<file path="config.mk">
export PLATFORM = sky130hd
export DESIGN_NAME = if_stage
export DESIGN_NICKNAME = d
export VERILOG_FILES = /design/src/rtl/if_stage_pkg.sv /design/src/rtl/ifid_reg.sv /design/src/rtl/if_stage.sv
export SDC_FILE = /design/constraint.sdc
export NUM_CORES = 1
export LEC_CHECK = 0
export ABC_AREA = 1
export CORE_MARGIN = 4
export CORE_UTILIZATION = 43
export DETAILED_ROUTE_END_ITERATION = 8
export PLACE_DENSITY = 0.89
export SETUP_SLACK_MARGIN = 0.1
export SYNTH_ARGS = -nofsm -noshare
export SYNTH_HDL_FRONTEND = slang
export SYNTH_SLANG_ARGS = --single-unit
</file>
<file path="constraint.sdc">
create_clock -name clk -period 1.8 [get_ports clk]
set_input_delay 0.18 -clock clk [delete_from_list [all_inputs] [get_ports clk]]
set_output_delay 0.18 -clock clk [all_outputs]
set_load 0.03 [all_outputs]
</file>
<file path="src/rtl/if_stage_pkg.sv">
// Shared definitions for the instruction-fetch stage:
// reset constants, FSM encoding and the IF/ID bundle.
package if_stage_pkg;

    localparam logic [31:0] DEF_RESET_PC = 32'h0000_3000;
    localparam logic [31:0] DEF_NOP_INS  = 32'h0000_0000;
    localparam int          DEF_CNT_W    = 32;

    typedef enum logic {
        IF_BOOT = 1'b0,
        IF_RUN  = 1'b1
    } if_state_t;

    typedef struct packed {
        logic [31:0] pc;
        logic [31:0] pc4;
        logic [31:0] ins;
        logic        valid;
    } ifid_t;

    function automatic logic [31:0] align4(input logic [31:0] a);
        return a & 32'hFFFF_FFFC;
    endfunction

endpackage

</file>
<file path="src/rtl/ifid_reg.sv">
// IF/ID pipeline register; a flush (bubble) takes priority
// over a normal load, otherwise the fields hold.
module ifid_reg
    import if_stage_pkg::*;
#(
    parameter logic [31:0] NOP_INS = DEF_NOP_INS
) (
    input  logic        clk,
    input  logic        rst,
    input  logic        flush,
    input  logic        load,
    input  logic [31:0] pc,
    input  logic [31:0] ins,
    output ifid_t       q
);

    always_ff @(posedge clk) begin
        if (rst) begin
            q <= '{pc: 32'd0, pc4: 32'd4, ins: NOP_INS, valid: 1'b0};
        end else if (flush) begin
            q <= '{pc: pc, pc4: pc + 32'd4, ins: NOP_INS, valid: 1'b0};
        end else if (load) begin
            q <= '{pc: pc, pc4: pc + 32'd4, ins: ins, valid: 1'b1};
        end
    end

endmodule

</file>
<file path="src/rtl/if_stage.sv">
// Instruction fetch: PC register, boot FSM, synchronous
// instruction-memory addressing, IF/ID register and event counters.
module if_stage
    import if_stage_pkg::*;
#(
    parameter logic [31:0] RESET_PC = DEF_RESET_PC,
    parameter logic [31:0] NOP_INS  = DEF_NOP_INS,
    parameter int          CNT_W    = DEF_CNT_W
) (
    input  logic             clk,
    input  logic             rst,
    input  logic             PCWr,
    input  logic             IFIDWr,
    input  logic             IFIDRst,
    input  logic [31:0]      NPC,
    output logic [31:0]      im_addr,
    input  logic [31:0]      im_rdata,
    output logic [31:0]      PC,
    output logic [31:0]      IFIDPC,
    output logic [31:0]      IFIDPCPLUS4,
    output logic [31:0]      IFIDIns,
    output logic             IFIDValid,
    output logic [CNT_W-1:0] stall_cnt,
    output logic [CNT_W-1:0] flush_cnt
);

    if_state_t        state;
    if_state_t        state_nxt;
    logic             run;
    logic [31:0]      pc_q;
    logic [CNT_W-1:0] stall_q;
    logic [CNT_W-1:0] flush_q;
    ifid_t            ifid;

    always_ff @(posedge clk) begin
        if (rst) begin
            state <= IF_BOOT;
        end else begin
            state <= state_nxt;
        end
    end

    always_comb begin
        state_nxt = state;
        run       = 1'b0;
        unique case (state)
            IF_BOOT: state_nxt = IF_RUN;
            IF_RUN:  run       = 1'b1;
            default: state_nxt = IF_BOOT;
        endcase
    end

    // Present the next PC early so the synchronous memory returns
    // the word for the new PC exactly when it becomes current.
    assign im_addr = (run && PCWr) ? align4(NPC) : pc_q;

    always_ff @(posedge clk) begin
        if (rst) begin
            pc_q <= RESET_PC;
        end else if (run && PCWr) begin
            pc_q <= align4(NPC);
        end
    end

    always_ff @(posedge clk) begin
        if (rst) begin
            stall_q <= '0;
            flush_q <= '0;
        end else if (run) begin
            if (!PCWr && stall_q != '1) begin
                stall_q <= stall_q + CNT_W'(1);
            end
            if (IFIDRst && flush_q != '1) begin
                flush_q <= flush_q + CNT_W'(1);
            end
        end
    end

    // BOOT clears IF/ID back to its reset bubble.
    ifid_reg #(
        .NOP_INS (NOP_INS)
    ) u_ifid (
        .clk   (clk),
        .rst   (rst || !run),
        .flush (IFIDRst),
        .load  (IFIDWr),
        .pc    (pc_q),
        .ins   (im_rdata),
        .q     (ifid)
    );

    assign PC          = pc_q;
    assign IFIDPC      = ifid.pc;
    assign IFIDPCPLUS4 = ifid.pc4;
    assign IFIDIns     = ifid.ins;
    assign IFIDValid   = ifid.valid;
    assign stall_cnt   = stall_q;
    assign flush_cnt   = flush_q;

endmodule

</file>
### Word-level counts from Yosys, hierarchy flattened

Cells that the tools add are included.

| storage, ports and cells | value |
|---|---|
| register bits after elaboration | 194 |
| word-level logic and storage cells | 28 |

| operators by class | value |
|---|---|
| $add $sub $neg | 3 |
| equal/unequal tests | 2 |
| mux-type cells | 5 |
| reductions and logical operators | 10 |

Operators by type and width:

| kind | number |
|---|---|
| $mux 97 | 2 |
| $add 32x1->32 const B | 2 |
| $ne 32x32->1 const B | 2 |
| $add 32x3->32 const B | 1 |
| $mux 32 | 1 |
| $reduce_and 2->1 | 2 |
| $logic_and 1x1->1 | 3 |
| $logic_not 1->1 | 2 |
| $mux 1 | 2 |
| $reduce_bool 2->1 | 1 |
| $reduce_or 2->1 | 1 |
| $logic_or 1x1->1 | 1 |

### Depth between registers and ports, before layout

| depth | value |
|---|---|
| depth after elaboration | 4 |
| mapped depth | 11 |
| gate-level depth less buffers | 10 |

### Hierarchy

Synthesis repeated with hierarchy kept, for this count alone.

| unflattened totals | value |
|---|---|
| cell total of the unflattened synthesis | 1450 |
| area, all modules | 9736.8 sq um |

By module, submodules not included:

| module | instances | cells each | area an instance (sq um) | seq. area each (sq um) |
|---|---|---|---|---|
| if_stage | 1 | 860 | 5582.9 | 1941.9 |
| ifid_reg | 1 | 590 | 4154.0 | 1901.8 |

### Worst setup path after synthesis

OpenSTA, ideal clock, no wires.

| path | value |
|---|---|
| kind | register to register |
| start point | register flush_q[0], in the netlist flush_cnt[0] |
| end point | register flush_q[11], in the netlist flush_cnt[11] |
| library setup time | 143 ps |
| arrival | 1797 ps |
| required time | 1657 ps |
| path slack | -141 ps |
| cell stages (with the launch flop) | 12 |
| path buffers | 1 |
| period minus slack after synthesis | 1941 ps |
| cells stage by stage | dfxtp_1 -> ha_1 -> inv_1 -> nor2_4 -> nand2_4 -> nor2_8 -> nand3_4 -> nand2_4 -> inv_4 -> buf_6 -> nand2_1 -> a21oi_2 |

| on the way | value |
|---|---|
| word-level cells in the longest chain between the ends | 3 |

Ends and longest elaborated chain:

| what | line | text |
|---|---|---|
| from (decl) | if_stage.sv:32 | `logic [CNT_W-1:0] flush_q;` |
| from (signal assigned) | if_stage.sv:74 | `flush_q <= flush_q + CNT_W'(1);` |
| parallel branches: the longest is 3 deep, another holds $add 32x1->32 | n/a |  |

Parallel ways; which one is timed is not known.
A chain may end at the register's enable or synchronous reset.

### Worst setup path after layout

| path | value |
|---|---|
| start point | register state |
| end point | output im_addr[14] |

| on the way | value |
|---|---|
| word-level cells in the longest chain between the ends | 3 |

Ends and longest elaborated chain:

| what | line | text |
|---|---|---|
| from (decl) | if_stage.sv:27 | `if_state_t state;` |
| from (signal assigned) | if_stage.sv:39 | `state <= state_nxt;` |
| $mux 1 | if_stage.sv:46 | `unique case (state)` |
| $logic_and 1x1->1 | if_stage.sv:55 | `assign im_addr = (run && PCWr) ? align4(NPC) : pc_q;` |
| $mux 32 | n/a |  |
| to (decl) | if_stage.sv:16 | `output logic [31:0] im_addr,` |

Every way passes these cells.

==> run summary <==
Minimum clock period after layout: 1.76 ns
Clock network fraction of design power: 37.7%
Sequential Power Share: 44.9%
Synth top area cells: dfxtp_1 (41%), nand2_1 (19%), nor2_1 (8.9%), a21oi_1 (6.3%), inv_1 (4.1%)
Antenna Cells: 0
Routability cong.: 0.935
Worst min path class: primary input to register
Share of flip-flops with an asynchronous set or reset: 0%
Setup violators final: 0
Syn_area_per_cell: 6.66 um2
Dpl hpwl: 24,600 um
Max incr delay on CP: 0.34 ns
CP delay by family, top: simple AND/OR/NAND/NOR gates
Worst slew margin: 33.7%
Die X: 156 um
Final TNS setup: 0 ns
Post-synth cell types: 41
Worst Path Required: 1.62 ns
PortBufs: 291
Psw: 3030 uW
Row count: 53
Share of the synthesized area in the top cell type: 40.9%
Fmax: 568 MHz
TritonCTS sink count: 192
Pleak: 0.00636 uW
Synthesized flop and latch total: 192
CTS Buf Count: 17
Critical path cell sequence: nand2_4 -> clkinv_4 -> or2_2 -> o21ai_2 -> inv_1 -> buf_2
Synth-to-layout area growth: 53.1%
Multi-input gate area: 5290 um2
Switch share: 30.5%
TritonCTS clock tree: done
Vias in the first global route: 10,333
Post-DRT Antenna Nets: 0
Final worst path period share: 97.8%
Number of iterations in the first detailed-routing pass: 6
Initial DRC Count: 859
Most frequent cells in the layout: nand2_1 (468), nor2_1 (201), dfxtp_1 (161)
P per Cell Area: 689 nW/um2
Post-Syn Area: 9400 um2
Power Internal: 6890 uW
Hold slack: 0.0922 ns
Placed cell areas: 13,100 um2
Layout cells sized above 1: 19.0%
Max-cap violations: 0
CP startpoint kind: register
WL per Instance: 16.8 um
WS Path Type: register to output port
Register area share after synthesis: 40.9%
FF+latch area: 3890 um2
Antenna violations before repair: 0
Cell area after layout: 14,400 um2
Cts hold-fix bufs: 0
Post-synth EDFFs: 0
CP max stage cell: dfxtp_2
VDD IR max: 0.576 mV
Buf/Inv on CP: 3
Clock tree root driver cell: clkbuf_16
Drt drc: 0
Arr. time, crit path: 1.58 ns
Area leader, netlist: dfxtp_1
Final Hold Viols: 0
GRT overflow: 0
Worst Path Max Fanout: 3
H-tree depth: 4
Main flop type after synthesis: dfxtp_1
Initial core utilization: 44.1%
Synth Net Count: 1,484
Die area: 24,300 um2
Cells after synthesis: 1,412
Critical path capture point type: output port
Skew-Pair Late Insertion Delay: 0.44 ns
Comb pwr share: 17.4%
First-pass GRT wire length: 52,300 um
Most common cell after layout, fill and taps aside: nand2_1
Ys Warns: 0
Clk pin slew, worst setup/hold paths: 0.07 ns
Layout filler cell count: 1,702
RSZ-0062 raised after global routing: yes
Outcome: finished, final reports clean
Final WL: 34,700 um
IO Count: 294
Core box area: 21,300 um2
Fin nets: 1,848
Largest net degree at the start of global routing: 72
Max clock buf depth: 2
Final Slew Violations: 0
Via count: 10,784
Die boundary height: 156 um
Vias per cell: 5.23
Worst slew pin tran: 0.995 ns
Layout Skew: 0.0170 ns
GR Util All Layers: 26.5%
==> worst paths after layout <==
kind,start,to,slack (ns),cells past startpoint
worst min register to register,u_ifid.q[29],u_ifid.q[29],0.46,2
worst min-delay path,rst,u_ifid.q[68],0.09,4
worst max register to register,PC[10],u_ifid.q[49],0.08,7
worst max-delay path,state,im_addr[14],0.04,6
==> cell usage after synthesis (8+ instances only) <==
library cell and instances:
nand2_2 13, inv_1 103, nand3b_1 27, nor2_1 224, o21ai_0 48, nand4_1 15, a21oi_2 27, xnor2_1 8
buf_2 12, xor2_1 23, dfxtp_1 192, nand3_1 21, a21oi_1 118, nand2_1 485, clkbuf_1 33
==> layout make-up <==
class / instances / share of cell area (%)
multi-input cells: 1056 / 36.7
repair buffers: 400 / 26.9
inverters: 109 / 2.93
well taps: 275 / 2.39
clock inverters: 14 / 1.03
clock buffers: 17 / 2.96
flip-flops and latches: 192 / 27.1
==> per-stage QoR <==
step | utilization (%) | setup slack [ns] | std cells | total power, uW
floorplan | - | 0.107 | 1412 | 5330
global placement | 61.5 | -0.368 | 2007 | 6020
detailed placement | 61.5 | -0.354 | 2007 | 6050
CTS | 65.7 | -0.0635 | 2050 | 9850
global route | 67.6 | 0.00816 | 2063 | 10200
finish | 67.6 | 0.0393 | 2063 | 9920
==> sequential cells by signal, summed over array words and instances (netlist names) <==
name and cells:
PC 32, state 1, u_ifid.q 95, stall_cnt 32
flush_cnt 32
==> cell families after synthesis <==
logic type / count (synthesis) / share of synthesized area [%]
adder cells (fa/ha/maj): 3 / 0.399
buffers and inverters: 164 / 7.50
AND/OR/NAND/NOR: 811 / 35.6
AO/OA/AOI/OAI: 211 / 12.7
flip-flops: 192 / 40.9
XOR/XNOR: 31 / 2.89
==> worst reg2reg max path, cell delays in order, from the launching register on <==
cell and delay (ns):
dfxtp_1 0.36, nand2_1 0.17, nor2_4 0.22, buf_4 0.14, nand4_1 0.19, buf_4 0.21, o21ai_0 0.19, a21oi_1 0.11
==> power groups by stage <==
stage          Combinational, uW  Sequential (uW)  Clock (uW)
6_report                    1720             4450        3740
5_1_grt                     1820             4460        3960
4_1_cts                     1630             4450        3780
3_5_place_dp                1500             4550           0
3_3_place_gp                1480             4550           0
2_1_floorplan                601             4730           0
==> metal layers <==
| metal | wire length (um) | track usage, % | up-vias |
|---|---|---|---|
| met5 | 0 | 0 | - |
| met4 | 1410 | 11.3 | 0 |
| met3 | 2560 | 4.47 | 109 |
| met2 | 17800 | 47.2 | 549 |
| met1 | 13000 | 31.4 | 4947 |
| li1 | - | - | 5179 |
==> timing repair <==
item	4_1_cts	5_1_grt
resized for setup	190	123
setup endpoints to repair	150	136
setup buffers	9	15
gates cloned	3	1
pin swaps	4	16
Note: power is estimated with default switching activity, not from simulation.
